--- src/rtl/cacheline_mem_arbiter_if.sv ---
// Bundle of the icache, dcache and prefetcher request ports plus the 256-bit
// cacheline adaptor port served by cacheline_mem_arbiter.
interface cacheline_mem_arbiter_if;
  logic         i_read;
  logic [31:0]  i_address;
  logic [255:0] i_rdata;
  logic         i_resp;

  logic         d_read;
  logic         d_write;
  logic [31:0]  d_address;
  logic [255:0] d_wdata;
  logic [255:0] d_rdata;
  logic         d_resp;

  logic         pf_read;
  logic [31:0]  pf_address;
  logic [255:0] pf_rdata;
  logic         pf_resp;

  logic         mem_read;
  logic         mem_write;
  logic [31:0]  mem_address;
  logic [255:0] mem_wdata;
  logic [255:0] mem_rdata;
  logic         mem_resp;

  // The arbiter itself takes the slave view; requesters and adaptor take master.
  modport slave (
    input  i_read, i_address,
    output i_rdata, i_resp,
    input  d_read, d_write, d_address, d_wdata,
    output d_rdata, d_resp,
    input  pf_read, pf_address,
    output pf_rdata, pf_resp,
    output mem_read, mem_write, mem_address, mem_wdata,
    input  mem_rdata, mem_resp
  );

  modport master (
    output i_read, i_address,
    input  i_rdata, i_resp,
    output d_read, d_write, d_address, d_wdata,
    input  d_rdata, d_resp,
    output pf_read, pf_address,
    input  pf_rdata, pf_resp,
    input  mem_read, mem_write, mem_address, mem_wdata,
    output mem_rdata, mem_resp
  );
endinterface

--- src/rtl/cacheline_mem_arbiter.sv ---
// Arbitrates icache, dcache and prefetcher misses onto one cacheline adaptor.
// Demand wins over prefetch; a starvation counter eventually promotes prefetch.
module cacheline_mem_arbiter #(
  parameter int PF_STARVE_LIMIT = 4
) (
  input logic               clk,
  input logic               rst,
  cacheline_mem_arbiter_if.slave bus
);

  localparam int CW = (PF_STARVE_LIMIT < 1) ? 1 : $clog2(PF_STARVE_LIMIT + 1);
  localparam logic [CW-1:0] LIMIT = CW'(PF_STARVE_LIMIT);

  typedef enum logic [1:0] {IDLE, BUSY, RESP} state_t;
  typedef enum logic [1:0] {G_NONE, G_D, G_I, G_PF} grant_t;

  state_t        state_q, state_d;
  grant_t        grant_q, grant_d;
  logic          is_write_q, is_write_d;
  logic [31:0]   addr_q, addr_d;
  logic [255:0]  wdata_q, wdata_d;
  logic [255:0]  rdata_q, rdata_d;
  logic [CW-1:0] starve_q, starve_d;
  logic          promote;

  assign promote = (PF_STARVE_LIMIT != 0) && bus.pf_read && (starve_q == LIMIT);

  always_ff @(posedge clk or posedge rst) begin
    if (rst) begin
      state_q    <= IDLE;
      grant_q    <= G_NONE;
      is_write_q <= 1'b0;
      addr_q     <= '0;
      wdata_q    <= '0;
      rdata_q    <= '0;
      starve_q   <= '0;
    end else begin
      state_q    <= state_d;
      grant_q    <= grant_d;
      is_write_q <= is_write_d;
      addr_q     <= addr_d;
      wdata_q    <= wdata_d;
      rdata_q    <= rdata_d;
      starve_q   <= starve_d;
    end
  end

  always_comb begin
    state_d    = state_q;
    grant_d    = grant_q;
    is_write_d = is_write_q;
    addr_d     = addr_q;
    wdata_d    = wdata_q;
    rdata_d    = rdata_q;
    starve_d   = starve_q;

    unique case (state_q)
      IDLE: begin
        if (!bus.pf_read) starve_d = '0;
        if (promote) begin
          grant_d    = G_PF;
          is_write_d = 1'b0;
          addr_d     = {bus.pf_address[31:5], 5'b0};
          starve_d   = '0;
          state_d    = BUSY;
        end else if (bus.d_read || bus.d_write) begin
          grant_d    = G_D;
          is_write_d = bus.d_write;
          addr_d     = {bus.d_address[31:5], 5'b0};
          if (bus.d_write) wdata_d = bus.d_wdata;
          if (bus.pf_read && (starve_q != LIMIT)) starve_d = starve_q + CW'(1);
          state_d    = BUSY;
        end else if (bus.i_read) begin
          grant_d    = G_I;
          is_write_d = 1'b0;
          addr_d     = {bus.i_address[31:5], 5'b0};
          if (bus.pf_read && (starve_q != LIMIT)) starve_d = starve_q + CW'(1);
          state_d    = BUSY;
        end else if (bus.pf_read) begin
          grant_d    = G_PF;
          is_write_d = 1'b0;
          addr_d     = {bus.pf_address[31:5], 5'b0};
          starve_d   = '0;
          state_d    = BUSY;
        end
      end
      BUSY: begin
        // Writes leave the shared read-data register untouched.
        if (bus.mem_resp) begin
          if (!is_write_q) rdata_d = bus.mem_rdata;
          state_d = RESP;
        end
      end
      RESP: begin
        state_d = IDLE;
        grant_d = G_NONE;
      end
      default: begin
        state_d = IDLE;
        grant_d = G_NONE;
      end
    endcase
  end

  assign bus.mem_read    = (state_q == BUSY) && !is_write_q;
  assign bus.mem_write   = (state_q == BUSY) && is_write_q;
  assign bus.mem_address = addr_q;
  assign bus.mem_wdata   = wdata_q;

  assign bus.i_rdata  = rdata_q;
  assign bus.d_rdata  = rdata_q;
  assign bus.pf_rdata = rdata_q;
  assign bus.i_resp   = (state_q == RESP) && (grant_q == G_I);
  assign bus.d_resp   = (state_q == RESP) && (grant_q == G_D);
  assign bus.pf_resp  = (state_q == RESP) && (grant_q == G_PF);

endmodule

--- src/flat_wrapper.sv ---
// flat-port wrapper written by rule: the top's interface ports become plain ports
module cacheline_mem_arbiter_flat 
#(
  parameter int PF_STARVE_LIMIT = 4
)
  (clk, rst, bus_i_read, bus_i_address, bus_i_rdata, bus_i_resp, bus_d_read, bus_d_write, bus_d_address, bus_d_wdata, bus_d_rdata, bus_d_resp, bus_pf_read, bus_pf_address, bus_pf_rdata, bus_pf_resp, bus_mem_read, bus_mem_write, bus_mem_address, bus_mem_wdata, bus_mem_rdata, bus_mem_resp);
  cacheline_mem_arbiter_if bus_i ();
  input logic clk;
  input logic rst;
  input wire logic [$bits(bus_i.i_read)-1:0] bus_i_read;
  input wire logic [$bits(bus_i.i_address)-1:0] bus_i_address;
  output wire logic [$bits(bus_i.i_rdata)-1:0] bus_i_rdata;
  output wire logic [$bits(bus_i.i_resp)-1:0] bus_i_resp;
  input wire logic [$bits(bus_i.d_read)-1:0] bus_d_read;
  input wire logic [$bits(bus_i.d_write)-1:0] bus_d_write;
  input wire logic [$bits(bus_i.d_address)-1:0] bus_d_address;
  input wire logic [$bits(bus_i.d_wdata)-1:0] bus_d_wdata;
  output wire logic [$bits(bus_i.d_rdata)-1:0] bus_d_rdata;
  output wire logic [$bits(bus_i.d_resp)-1:0] bus_d_resp;
  input wire logic [$bits(bus_i.pf_read)-1:0] bus_pf_read;
  input wire logic [$bits(bus_i.pf_address)-1:0] bus_pf_address;
  output wire logic [$bits(bus_i.pf_rdata)-1:0] bus_pf_rdata;
  output wire logic [$bits(bus_i.pf_resp)-1:0] bus_pf_resp;
  output wire logic [$bits(bus_i.mem_read)-1:0] bus_mem_read;
  output wire logic [$bits(bus_i.mem_write)-1:0] bus_mem_write;
  output wire logic [$bits(bus_i.mem_address)-1:0] bus_mem_address;
  output wire logic [$bits(bus_i.mem_wdata)-1:0] bus_mem_wdata;
  input wire logic [$bits(bus_i.mem_rdata)-1:0] bus_mem_rdata;
  input wire logic [$bits(bus_i.mem_resp)-1:0] bus_mem_resp;
  assign bus_i.i_read = bus_i_read;
  assign bus_i.i_address = bus_i_address;
  assign bus_i_rdata = bus_i.i_rdata;
  assign bus_i_resp = bus_i.i_resp;
  assign bus_i.d_read = bus_d_read;
  assign bus_i.d_write = bus_d_write;
  assign bus_i.d_address = bus_d_address;
  assign bus_i.d_wdata = bus_d_wdata;
  assign bus_d_rdata = bus_i.d_rdata;
  assign bus_d_resp = bus_i.d_resp;
  assign bus_i.pf_read = bus_pf_read;
  assign bus_i.pf_address = bus_pf_address;
  assign bus_pf_rdata = bus_i.pf_rdata;
  assign bus_pf_resp = bus_i.pf_resp;
  assign bus_mem_read = bus_i.mem_read;
  assign bus_mem_write = bus_i.mem_write;
  assign bus_mem_address = bus_i.mem_address;
  assign bus_mem_wdata = bus_i.mem_wdata;
  assign bus_i.mem_rdata = bus_mem_rdata;
  assign bus_i.mem_resp = bus_mem_resp;
  cacheline_mem_arbiter #(.PF_STARVE_LIMIT(PF_STARVE_LIMIT)) u_core (.clk(clk), .rst(rst), .bus(bus_i));
endmodule
--- config.mk ---
export PLATFORM = sky130hd
export DESIGN_NAME = cacheline_mem_arbiter_flat
export DESIGN_NICKNAME = d
export VERILOG_FILES = /design/src/rtl/cacheline_mem_arbiter_if.sv /design/src/rtl/cacheline_mem_arbiter.sv /design/src/flat_wrapper.sv
export SDC_FILE = /design/constraint.sdc
export NUM_CORES = 1
export LEC_CHECK = 0
export ABC_AREA = 1
export CAP_MARGIN = 20
export CORE_AREA = 2 2 652 654
export CTS_CLUSTER_SIZE = 16
export DETAILED_ROUTE_END_ITERATION = 7
export DIE_AREA = 0 0 654 656
export HOLD_SLACK_MARGIN = 0.15
export REMOVE_ABC_BUFFERS = 1
export SYNTH_ARGS = -nofsm -noshare
export SYNTH_HDL_FRONTEND = slang
export SYNTH_SLANG_ARGS = --single-unit
--- constraint.sdc ---
create_clock -name clk -period 19.65 [get_ports clk]
set_input_delay 3.93 -clock clk [delete_from_list [all_inputs] [get_ports clk]]
set_output_delay 3.93 -clock clk [all_outputs]
set_load 0.02 [all_outputs]
Yosys cells after proc, flatten, opt, wreduce, memory -nomap -nowiden
Index checks and enable logic that the tools add are counted.
{"block": "totals", "regBits": 552, "word_cells": 61, "out_inout_bits": 1061, "input_bits": 615}
{"block": "op_classes", "n_mux": 25, "n_reduce_logical": 16, "n_addsub": 1, "n_bitwise": 3, "n_eq_ne": 9}
{"cell": "32-bit 2-to-1 mux", "count": 4}
{"cell": "2-bit 2-to-1 mux", "count": 9}
{"cell": "3-bit 2-to-1 mux", "count": 6}
{"cell": "2-bit one-hot mux with 2 select lines", "count": 2}
{"cell": "1-bit logical AND", "count": 7}
{"cell": "2-bit == test (second input constant)", "count": 3}
{"cell": "2-bit AND reduction", "count": 3}
{"cell": "5-bit by 3-bit inequality test with 1-bit output (second input constant)", "count": 1}
{"cell": "2-bit by 1-bit == test with 1-bit output (second input constant)", "count": 2}
{"cell": "1-bit 2-to-1 mux", "count": 4}
{"cell": "4-bit AND reduction", "count": 1}
{"cell": "4-bit nonzero test", "count": 1}
{"cell": "3-bit by 1-bit adder with 3-bit output (second input constant)", "count": 1}
{"cell": "3-bit == test (second input constant)", "count": 1}
{"cell": "3-bit inequality test (second input constant)", "count": 1}
{"cell": "1-bit NOT", "count": 3}
{"cell": "3-bit AND reduction", "count": 1}
{"cell": "2-bit logical NOT", "count": 1}
{"cell": "2-bit inequality test (second input constant)", "count": 1}
{"cell": "1-bit logical NOT", "count": 1}
{"cell": "1-bit logical OR", "count": 1}

Depth between registers and ports, before layout
{"block": "logic_depth", "ltp_word": 6, "depth_mapped": 9, "mapped_depth_nobuf": 8}

Least setup slack after synthesis
No wires, ideal clock.
{"block": "synth_path", "path_type": "register to output", "startpoint": "register u_core.state_q[1]", "endpoint": "output port bus_mem_read", "path_buffers": 1, "path_slack_ns": 14.611, "path_stages_with_launch": 5, "t_required_ns": 15.720, "t_arrival_ns": 1.109, "cell_sequence": "dfrtp_1 > nor2_1 > inv_2 > nor2_4 > clkbuf_1"}
{"block": "synth_via", "elab_chain_len": 2}
{"element": "start: declaration", "line": "cacheline_mem_arbiter.sv:17", "source": "state_t state_q, state_d;"}
{"element": "start signal: assignment", "line": "cacheline_mem_arbiter.sv:38", "source": "state_q <= state_d;"}
{"element": "2-bit by 1-bit == test with 1-bit output", "line": "cacheline_mem_arbiter.sv:105", "source": "assign bus.mem_read = (state_q == BUSY) && !is_write_q;"}
{"element": "1-bit logical AND", "line": "cacheline_mem_arbiter.sv:105"}
{"element": "end: declaration", "line": "flat_wrapper.sv:24", "source": "output wire logic [$bits(bus_i.mem_read)-1:0] bus_mem_read;"}
Every way passes these cells.

Worst setup path after layout
{"block": "layout_path", "startpoint": "input port bus_pf_read", "endpoint": "register u_core.wdata_q[19] (netlist: u_core.bus.mem_wdata[19])"}
{"block": "layout_via", "elab_chain_len": 3}
{"element": "start: declaration", "line": "flat_wrapper.sv:20", "source": "input wire logic [$bits(bus_i.pf_read)-1:0] bus_pf_read;"}
{"element": "1-bit logical AND", "line": "cacheline_mem_arbiter.sv:26", "source": "assign promote = (PF_STARVE_LIMIT != 0) && bus.pf_read && (starve_q == LIMIT);"}
{"element": "1-bit NOT (no line)"}
{"element": "4-bit AND reduction (no line)"}
{"element": "end signal: assignment", "line": "cacheline_mem_arbiter.sv:42", "source": "wdata_q <= wdata_d;"}
{"element": "end: declaration", "line": "cacheline_mem_arbiter.sv:21", "source": "logic [255:0] wdata_q, wdata_d;"}
Every way passes these cells.
A chain may end at the register's enable or synchronous reset.

==> results.cfg <==
[global_routing]
grt_pass1_vias = 25717
antenna_found_initial = 264
grt.total_usage_pct = 15.6
grt_max_degree = 143
grt-ovfl-total = 0
grt_pass1_wl_um = 405000

[logic_synthesis]
async_flop_share_pct = 100
yosys.area.top_type = dfrtp_1
ys_ff_latch = 547
yosysSeqAreaShare_pct = 53.3
ys_top_cells_by_count = nand2_1 (1349), dfrtp_1 (547), buf_4 (537)
yosysMostFrequentCell = nand2_1
ys_dominant_reg_cell = dfrtp_1
syn_avg_cell_area_um2 = 8.45
yosysTopAreaCellShare_pct = 53.3
synth_edf_count = 0
ys_types = 20
yosys_warnings = 0
ys_top_cells_by_area = dfrtp_1 (53%), nand2_1 (20%), buf_4 (16%), nand3_1 (6.1%), buf_2 (1.5%)
postSynthCellCount = 3038
synth.cell_area_um2 = 25700

[setup_path]
critical_path.top_delay_family = buffers and inverters
critPathKind = in2reg
cp_cell_sequence = clkdlybuf4s50_1 -> nand3_2 -> nand3_4 -> inv_8 -> buf_4 -> buf_4 -> nand2_1 -> nand2_1
crit_buf_inv = 4
crit_slowest_cell = inv_8
worstPathArrival_ps = 8170
critPathMaxStageDelay_ps = 910
critPathRequiredTime_ps = 20430
critPathMaxFanout = 127
end_kind = flop
start_kind = input pin

[sta]
worst_pin_slew_ps = 1230
slew_viol_final = 0
slew_headroom_pct = 18.3
worst_slack_ps = 12260
grt_setup_unrepaired = false
tns_ps = 0
period_minus_slack_ps = 7390
finalHoldViolCount = 0
setup_violations = 0
fin_worst_hold_slack_ps = 475
fin_crit_sh_pct = 37.6
clock.fmax_mhz = 135
skew_ps = 90.6

[die]
std_cell_rows = 239
core_area_um2 = 422000
die_area_um2 = 429000
die_y_um = 656
ioPinCount = 1676
die_w_um = 654
start_util_pct = 6.08

[cts]
cts_resized = 0
cts_tree = done
clock_sinks = 547
cts_hold_buf = 0
clock_path_buffers = 4
post_cts_buffers = 0
numCtsBuffers = 92
cts_htree_levels = 3
cts.reportedPaths.clkPinSlew_ps = 60
clk_latency_ps = 870
cts-root-buf = clkbuf_16

[detailed_routing]
drt_iter0_markers = 1730
route.antenna.remaining_nets = 0
vias = 26396
drt-vias-per-instance = 2.66
drc = 0
routedWlPerCell_um = 34.8
routed_wl_um = 346000
firstDrtPassIters = 6

[status]
status = complete, no violations

[layout]
instances_no_fill = 9926
layout-drive-gt1-share_pct = 4.58
area_delta_synth_final_pct = 88.1
finalNetCount = 4762

[hold_path]
hp-class = reg2reg

[power_and_ir_drop]
swShare_pct = 53.1
pwr-share-seq_pct = 26.6
ir_drop_v = 0.000103
intPower_mw = 4.74
combPwrFrac_pct = 55.7
p_sw_mw = 5.38
p_per_area_nw_per_um2 = 210
leakage_nw = 19.8
clkPwrFrac_pct = 17.6

[placed_design]
pre_cts_slack_ps = 11450
io_buffers = 1655
place.detailed.hpwl_um = 305000
gp_congestion = 0.948
dp.cells = 9713

[flow_run]
maxCapViolCount = 0
state kept, by name, summed over array words and instances (netlist names):
signal and cells:
u_core.bus.d_rdata 256, u_core.bus.mem_wdata 256, u_core.bus.mem_address 27, u_core.starve_q 3, u_core.grant_q 2, u_core.state_q 2, u_core.is_write_q 1
layout make-up:
cell class	instances	area [um^2]
sequential	547	13700
multi-input combinational	1797	7290
timing repair buffer	1692	16900
tap	5663	7090
fill	48818	374000
clock inverter	39	562
clock buffer	122	2570
antenna	51	128
inverter	15	71.3
path summary, 6_finish.rpt:
check	from	end	slack (ps)	cells past startpoint
setup / recovery	bus_pf_read	u_core.bus.mem_wdata[19]$_DFFE_PP0P_	12260	8
min in group asynchronous	rst	u_core.bus.d_rdata[76]$_DFFE_PP0P_	3630	2
setup reg to reg	u_core.state_q[1]$_DFFE_PP0P_	u_core.bus.mem_wdata[19]$_DFFE_PP0P_	14760	7
hold reg to reg	u_core.bus.mem_wdata[95]$_DFFE_PP0P_	u_core.bus.mem_wdata[95]$_DFFE_PP0P_	480	2
hold / removal	u_core.bus.mem_wdata[95]$_DFFE_PP0P_	u_core.bus.mem_wdata[95]$_DFFE_PP0P_	480	2
max in group asynchronous	rst	u_core.bus.d_rdata[250]$_DFFE_PP0P_	13200	5
worst register-to-register path: stages (launching register included):
cell and delay, ps:
dfrtp_1 420, nor2_4 680, nand3_4 740, inv_8 910, buf_4 930, buf_4 890
nand2_1 220, nand2_1 90
stage by stage:
stage          utilization [%]  cell area, um^2  total power [mW]
4_1_cts                   11.4            48100              10.5
3_5_place_dp              10.7            45000              8.58
3_3_place_gp              10.7            45000              8.58
5_1_grt                   11.4            48200              10.7
2_1_floorplan                -            21000              4.10
6_report                  11.4            48300              10.1
cells by family after synthesis:
group | share of synthesized area [%]
simple gates | 28.0
buf+inv | 18.4
flops | 53.3
compound gates | 0.141
fa+ha+maj | 0.0975
xor+xnor | 0.0341
other cells | 0.0146
layout by cell type, fill, tap and decap left out:
cell             netlist  layout
bufinv_16              0      12
inv_1                 12      11
inv_16                 0       1
dfrtp_1              547     547
ha_1                   2       2
conb_1                 1       5
nand4_1               28      28
inv_2                  3       2
nor2_2                 0       1
clkbuf_8               0       9
nor2_1                85      84
clkdlybuf4s50_1        0    1652
clkinv_4               0       5
nand3_4                0       1
clkinv_2               0       9
inv_8                  0       2
clkbuf_16              0      95
o22ai_1                1       1
nand2_1             1349    1348
nor3_1                 3       3
buf_12                 0       2
clkinvlp_4             0      10
nand3_1              314     313
buf_8                  0       1
o21ai_0                4       4
nand2_4                0       1
nor2_4                 2       2
inv_6                  0       2
buf_16                 0       2
diode_2                0      51
nand3_2                1       1
xor2_1                 1       1
clkbuf_1              59      18
a21oi_1                2       2
buf_4                537      35
power groups by stage:
| stage | Sequential, mW | Combinational [mW] | Clock, mW |
|---|---|---|---|
| floorplan | 3.30 | 0.797 | 0 |
| global placement | 2.75 | 5.83 | 0 |
| detailed placement | 2.76 | 5.82 | 0 |
| CTS | 2.75 | 5.84 | 1.88 |
| global route | 2.76 | 6.01 | 1.89 |
| finish | 2.70 | 5.64 | 1.79 |
layer usage:
metal	vias up	global-route usage, %	share of wire [%]
met2	1756	27.5	49
met4	74	4.93	4.1
met1	12759	15.1	33
li1	11243	-	-
met3	564	9.18	14
met5	-	0	0.15
Note: power is estimated with default switching activity, not from simulation.
